$ cat src/rtl/fetch_unit_pkg.sv
// Shared constants for the F stage: address map, exception codes, NOP word.
// Latency: n/a (constants and a pure combinational helper).
// Backpressure: n/a.
//
// Contents: PC_RESET / PC_HANDLER / IM_LO / IM_HI, the CP0 ExcCode values
// used by the pipeline, NOP, and a range/alignment helper for fetch legality.
package fetch_unit_pkg;

  localparam logic [31:0] PC_RESET   = 32'h0000_3000;
  localparam logic [31:0] PC_HANDLER = 32'h0000_4180;
  localparam logic [31:0] IM_LO      = 32'h0000_3000;
  localparam logic [31:0] IM_HI      = 32'h0000_6FFC;

  // CP0 Cause.ExcCode values
  localparam logic [4:0] EXC_NONE = 5'd0;
  localparam logic [4:0] EXC_INT  = 5'd0;
  localparam logic [4:0] EXC_ADEL = 5'd4;
  localparam logic [4:0] EXC_ADES = 5'd5;
  localparam logic [4:0] EXC_RI   = 5'd10;
  localparam logic [4:0] EXC_OV   = 5'd12;

  localparam logic [31:0] NOP = 32'h0000_0000;

  // A fetch is legal when word aligned and inside [IM_LO, IM_HI].
  function automatic logic fetch_addr_ok(input logic [31:0] addr);
    return (addr[1:0] == 2'b00) && (addr >= IM_LO) && (addr <= IM_HI);
  endfunction

endpackage

$ cat src/rtl/fetch_unit_if.sv
// F-stage bus bundle: D-stage redirect/hazard inputs, IM port, F/D outputs.
// Latency: n/a (wires only).
// Backpressure: stall from the hazard unit holds the PC; no other flow control.
//
// master: the fetch unit (drives IM address and the F bundle).
// slave : the surrounding pipeline / instruction memory.
interface fetch_unit_if;
  import fetch_unit_pkg::*;

  logic        stall;
  logic        req;
  logic        d_eret;
  logic [31:0] epc;
  logic        d_jump_taken;
  logic [31:0] d_jump_target;
  logic        d_is_branch_jump;
  logic [31:0] i_inst_addr;
  logic [31:0] i_inst_rdata;
  logic [31:0] f_pc;
  logic [31:0] f_instr;
  logic [4:0]  f_exception_code;
  logic        f_is_delay;
  logic [31:0] f_fetch_cnt;

  modport master (
    input  stall, req, d_eret, epc, d_jump_taken, d_jump_target,
           d_is_branch_jump, i_inst_rdata,
    output i_inst_addr, f_pc, f_instr, f_exception_code, f_is_delay,
           f_fetch_cnt
  );

  modport slave (
    output stall, req, d_eret, epc, d_jump_taken, d_jump_target,
           d_is_branch_jump, i_inst_rdata,
    input  i_inst_addr, f_pc, f_instr, f_exception_code, f_is_delay,
           f_fetch_cnt
  );

endinterface

$ cat src/rtl/fetch_addr_check.sv
// Fetch address legality check: flags AdEL for misaligned or out-of-IM PCs.
// Latency: combinational, zero cycles.
// Backpressure: none.
//
// Ports: pc (in, 32) current fetch address; adel (out, 1) address error on load.
module fetch_addr_check
  import fetch_unit_pkg::*;
(
  input  logic [31:0] pc,
  output logic        adel
);

  assign adel = ~fetch_addr_ok(pc);

endmodule

$ cat src/rtl/fetch_unit.sv
// F stage of the five-stage MIPS pipeline: PC register, next-PC select, AdEL check.
// Latency: IM is combinational, so f_* is valid in the same cycle as the PC.
// Backpressure: stall holds PC and the fetch counter; req overrides stall.
//
// Ports: clk, reset (sync, active-high); bus (fetch_unit_if.master) carrying
// the redirect inputs, the IM address/data and the F/D output bundle.
module fetch_unit
  import fetch_unit_pkg::*;
(
  input  logic         clk,
  input  logic         reset,
  fetch_unit_if.master bus
);

  logic [31:0] pc;
  logic [31:0] pc_next;
  logic [31:0] fetch_cnt;
  logic        adel;
  logic        nullify;
  logic        fetch_accept;

  fetch_addr_check u_addr_check (
    .pc   (pc),
    .adel (adel)
  );

  // eret has no delay slot: whatever F holds behind it is squashed. A
  // concurrent exception request takes precedence and is not squashed here.
  assign nullify = bus.d_eret & ~bus.req;

  // The F/D register latches a new instruction only when nothing redirects
  // or holds it; eret holds off the count even while stalled.
  assign fetch_accept = ~bus.req & ~bus.stall & ~bus.d_eret;

  always_comb begin
    pc_next = pc + 32'd4;
    if (bus.req)               pc_next = PC_HANDLER;
    else if (bus.stall)        pc_next = pc;
    else if (bus.d_eret)       pc_next = bus.epc;
    else if (bus.d_jump_taken) pc_next = bus.d_jump_target;
  end

  always_ff @(posedge clk) begin
    if (reset) begin
      pc        <= PC_RESET;
      fetch_cnt <= 32'd0;
    end else begin
      pc <= pc_next;
      if (fetch_accept) fetch_cnt <= fetch_cnt + 32'd1;
    end
  end

  assign bus.i_inst_addr      = pc;
  assign bus.f_pc             = pc;
  assign bus.f_instr          = (nullify || adel) ? NOP : bus.i_inst_rdata;
  assign bus.f_exception_code = (!nullify && adel) ? EXC_ADEL : EXC_NONE;
  assign bus.f_is_delay       = nullify ? 1'b0 : bus.d_is_branch_jump;
  assign bus.f_fetch_cnt      = fetch_cnt;

endmodule

$ cat src/flat_wrapper.sv
// flat-port wrapper written by rule: the top's interface ports become plain ports
module fetch_unit_flat import fetch_unit_pkg::*;
  (clk, reset, bus_stall, bus_req, bus_d_eret, bus_epc, bus_d_jump_taken, bus_d_jump_target, bus_d_is_branch_jump, bus_i_inst_rdata, bus_i_inst_addr, bus_f_pc, bus_f_instr, bus_f_exception_code, bus_f_is_delay, bus_f_fetch_cnt);
  fetch_unit_if bus_i ();
  input  logic clk;
  input  logic reset;
  input wire logic [$bits(bus_i.stall)-1:0] bus_stall;
  input wire logic [$bits(bus_i.req)-1:0] bus_req;
  input wire logic [$bits(bus_i.d_eret)-1:0] bus_d_eret;
  input wire logic [$bits(bus_i.epc)-1:0] bus_epc;
  input wire logic [$bits(bus_i.d_jump_taken)-1:0] bus_d_jump_taken;
  input wire logic [$bits(bus_i.d_jump_target)-1:0] bus_d_jump_target;
  input wire logic [$bits(bus_i.d_is_branch_jump)-1:0] bus_d_is_branch_jump;
  input wire logic [$bits(bus_i.i_inst_rdata)-1:0] bus_i_inst_rdata;
  output wire logic [$bits(bus_i.i_inst_addr)-1:0] bus_i_inst_addr;
  output wire logic [$bits(bus_i.f_pc)-1:0] bus_f_pc;
  output wire logic [$bits(bus_i.f_instr)-1:0] bus_f_instr;
  output wire logic [$bits(bus_i.f_exception_code)-1:0] bus_f_exception_code;
  output wire logic [$bits(bus_i.f_is_delay)-1:0] bus_f_is_delay;
  output wire logic [$bits(bus_i.f_fetch_cnt)-1:0] bus_f_fetch_cnt;
  assign bus_i.stall = bus_stall;
  assign bus_i.req = bus_req;
  assign bus_i.d_eret = bus_d_eret;
  assign bus_i.epc = bus_epc;
  assign bus_i.d_jump_taken = bus_d_jump_taken;
  assign bus_i.d_jump_target = bus_d_jump_target;
  assign bus_i.d_is_branch_jump = bus_d_is_branch_jump;
  assign bus_i.i_inst_rdata = bus_i_inst_rdata;
  assign bus_i_inst_addr = bus_i.i_inst_addr;
  assign bus_f_pc = bus_i.f_pc;
  assign bus_f_instr = bus_i.f_instr;
  assign bus_f_exception_code = bus_i.f_exception_code;
  assign bus_f_is_delay = bus_i.f_is_delay;
  assign bus_f_fetch_cnt = bus_i.f_fetch_cnt;
  fetch_unit u_core (.clk(clk), .reset(reset), .bus(bus_i));
endmodule
$ cat config.mk
export PLATFORM = sky130hd
export DESIGN_NAME = fetch_unit_flat
export DESIGN_NICKNAME = d
export VERILOG_FILES = /design/src/rtl/fetch_unit_pkg.sv /design/src/rtl/fetch_unit_if.sv /design/src/rtl/fetch_addr_check.sv /design/src/rtl/fetch_unit.sv /design/src/flat_wrapper.sv
export SDC_FILE = /design/constraint.sdc
export NUM_CORES = 1
export LEC_CHECK = 0
export BUFFER_PORTS_ARGS = -buffer_cell sky130_fd_sc_hd__buf_2
export CAP_MARGIN = 25
export CORE_MARGIN = 1
export CORE_UTILIZATION = 46
export DETAILED_ROUTE_END_ITERATION = 16
export HOLD_SLACK_MARGIN = 0.05
export PLACE_DENSITY = 0.82
export RECOVER_POWER = 25
export SLEW_MARGIN = 0
export SYNTH_ARGS = -nofsm -noshare
export SYNTH_HDL_FRONTEND = slang
export SYNTH_SLANG_ARGS = --single-unit
$ cat constraint.sdc
create_clock -name clk -period 2.1 [get_ports clk]
set_input_delay 0.525 -clock clk [delete_from_list [all_inputs] [get_ports clk]]
set_output_delay 0.525 -clock clk [all_outputs]
set_load 0.05 [all_outputs]
==> flow_summary_export.csv <==
group,metric,value,unit
power_and_ir_drop,combPwrFrac,0.339,
global_routing,grt_start_max_net_pins,38,
run,max-cap-violations,0,
routing,avgViaCountPerCell,5.69,
power_and_ir_drop,switching_share,0.362,
cts,clkSinkCount,64,
global_routing,grt_overflow,0,
status,failed_checks,"setup timing",
timing,finClkSkew,0.00564,ns
cells_and_area,ff_latch_area,0.00132,mm2
worst_setup_path,r2r_slack,-0.02,ns
worst_setup_path,r2r_cells,6,
worst_setup_path,r2r_end,"u_core.bus.f_fetch_cnt[23]$_SDFFE_PP0P_",
timing,slew_violations,0,
floorplan,core,0.00924,mm2
cells_and_area,nets,911,
synthesis,synth_warnings,0,
power_and_ir_drop,p_leak,2.95,nW
synthesis,seq_area_frac_synth,0.292,
power_and_ir_drop,p_total,3.73,mW
timing,rsz0062_at_grt,"yes",
timing,hold_ws,0.437,ns
synthesis,synth_ff_type,"dfxtp_1",
timing,max_freq,0.409,GHz
power_and_ir_drop,ir_drop,0.400,mV
cts,clockBufferDepth,2,
floorplan,die_w,99.7,um
worst_setup_path,setup.worst_path.end,"bus_f_instr[1]",
cells_and_area,fill_cells,738,
synthesis,synth_xor_area_frac,0.0599,
synthesis,synth-compound-area-share,0.196,
timing,slew_headroom,0.459,
timing,post-route-period-util,1.17,
cells_and_area,design_area,0.00665,mm2
timing,fin_ws,-0.347,ns
cells_and_area,area_growth_syn_to_layout,51.6,%
timing,tightestPinTransition,0.812,ns
synthesis,muxShareOfSynthArea,0.00684,
min_path,hold_path.class,"in2reg",
power_and_ir_drop,p_seq_frac,0.342,
placed_design,dpl.hpwl,12200,um
status,status,"complete, but fails checks",
floorplan,ios,237,
cts,cts-root-buf,"clkbuf_8",
min_path,min_from,"bus_d_jump_target[6]",
worst_setup_path,critPathLaunchType,"flip-flop",
timing,hold_viol_final,0,
synthesis,synthAdderAreaFrac,0.00855,
synthesis,synth_seq_cells,64,
worst_setup_path,crit_type,"reg2out",
floorplan,start_util,0.475,
power_and_ir_drop,switchingPower,1.35,mW
placed_design,gp_congestion,0.907,
cts,numCtsBuffers,9,
cells_and_area,post-route-util,0.720,
worst_setup_path,required,1.57,ns
synthesis,async_flop_share,0,
worst_setup_path,cp-startpoint,"u_core.bus.f_pc[27]$_SDFFE_PP0N_",
placed_design,portBuffers,232,
cts,htree_levels,3,
synthesis,syn_avg_cell_area,7.88,um2
power_and_ir_drop,p_per_area,561,mW/mm2
placed_design,dp_slack,-0.164,ns
routing,drtIter0Drc,377,
routing,routed_wirelength,16700,um
routing,routedWlPerCell,17.7,um
cells_and_area,num_antenna_cells,0,
cts,clock_latency,0.35,ns
global_routing,grt_usage,0.323,
synthesis,synth-edff-count,0,
worst_setup_path,r2r-start,"u_core.bus.f_fetch_cnt[2]$_SDFFE_PP0P_",
cells_and_area,drive_above_1_share,0.474,
routing,via_count,5343,
timing,setup_violations,36,
worst_setup_path,cp_max_fo,8,
synthesis,yosys.area_share.simple,0.325,
worst_setup_path,cp.arrival,1.92,ns
global_routing,grt_pass1_vias,4897,
synthesis,synth_top_family_by_area,"simple AND/OR/NAND/NOR gates",
routing,ant_nets,0,
routing,drc_errors,0,
synthesis,synth.cell_area,0.00439,mm2
placed_design,place_area,0.00606,mm2
global_routing,antenna_found_initial,0,
cts,tritoncts,"built",
floorplan,rows,35,
worst_setup_path,end_kind,"output pin",
routing,dr.pass1.iters,5,
timing,min_period,2.45,ns
cts,clk_pin_slew,0.08,ns
power_and_ir_drop,clock_power_share,0.319,
floorplan,dieArea,0.00994,mm2
global_routing,grt_first_pass_wirelength,25300,um
cells_and_area,multiInputGateArea,0.00283,mm2
power_and_ir_drop,p_int,2.38,mW
synthesis,netlist_instances,557,
floorplan,die_y,99.7,um
synthesis,yosys.cell_types.count,62,
-- synthesized netlist by cell type, types with 8 or more instances --
cell type,number,area (um2)
a21oi_1,32,160
and3_1,37,231
and4_1,9,78.8
buf_4,36,270
clkbuf_1,24,90.1
dfxtp_1,64,1280
inv_1,16,60.1
nand2_1,37,139
nand3_1,25,125
nand4_1,11,68.8
nor2_1,53,199
nor3_1,16,80.1
nor3_2,8,80.1
o21ai_0,33,165
xnor2_1,20,175
xor2_1,10,87.6
-- critical path: stages (launching register included) --
cell and delay [ns]:
dfxtp_2 0.34, nor4_4 0.31, nand3_2 0.13, nor3_4 0.15, buf_6 0.16, clkbuf_16 0.16
and3_4 0.19, buf_8 0.14
-- layout by cell type, fill, tap and decap left out, types with 20 or more instances in the layout --
master    count
a21oi_1      31
and3_4       31
buf_2       173
buf_4        58
buf_8        23
clkbuf_1     32
dfxtp_1      36
dfxtp_2      25
nand2_1      35
nand3_1      24
nor2_1       53
o21ai_0      33
xnor2_1      20
-- worst min path at each step --
stage	endpoint	slack [ns]	cells after the start
after CTS	u_core.bus.f_pc[6]$_SDFFE_PP0N_	0.43	3
after global routing	u_core.bus.f_pc[6]$_SDFFE_PP0N_	0.47	3
final	u_core.bus.f_pc[6]$_SDFFE_PP0N_	0.44	3
after detailed placement	u_core.bus.f_fetch_cnt[31]$_SDFFE_PP0P_	0.51	2
after global placement	u_core.bus.f_fetch_cnt[12]$_SDFFE_PP0P_	0.49	2
after floorplan	u_core.bus.f_pc[21]$_SDFFE_PP0N_	0.60	2
-- kinds of logic after synthesis --
kind of cell / after synthesis
fa+ha+maj: 3
flops: 64
mux: 3
compound gates: 130
simple gates: 239
xor+xnor: 30
buf+inv: 87
other cells: 1
-- registers in the layout, summed over array words and instances (netlist names), named ones only --
register / flops
u_core.bus.f_pc: 30
u_core.bus.f_fetch_cnt: 32
-- routing by layer --
layer  part of all wire  up-vias  track usage
met4              0.032        0        0.121
met2               0.49      326        0.554
li1                   -     2502            -
met5                  0        -            0
met3              0.084       41       0.0675
met1               0.39     2474        0.398
-- layout make-up --
type                       count  share of cell area
timing repair buffer         305               0.309
clock buffer                  10              0.0224
multi-input combinational    409               0.426
tap                          129              0.0243
clock inverter                 6              0.0105
sequential                    64               0.199
inverter                      16             0.00903
-- per-stage QoR --
step                cells  TNS, ns
floorplan             560        0
global placement      918    -2.82
detailed placement    918    -4.65
CTS                   938   -11.42
global route          939   -13.91
finish                939   -10.55
-- power groups by stage --
stage | combinational [mW] | clock, mW | sequential [mW]
after detailed placement | 1.06 | 0 | 1.30
final | 1.27 | 1.19 | 1.28
after global placement | 1.05 | 0 | 1.30
after CTS | 1.23 | 1.21 | 1.27
after floorplan | 0.645 | 0 | 1.40
after global routing | 1.32 | 1.26 | 1.28
-- timing repair --
action / 4_1_cts / 5_1_grt
buffers inserted: 2 / 0
hold buffers: 0 / 0
pin swaps: 6 / 15
resized for setup: 93 / 11
cloned: 2 / 1
endpoints found under the setup margin: 33 / 33
(Power assumes the default switching activity.)
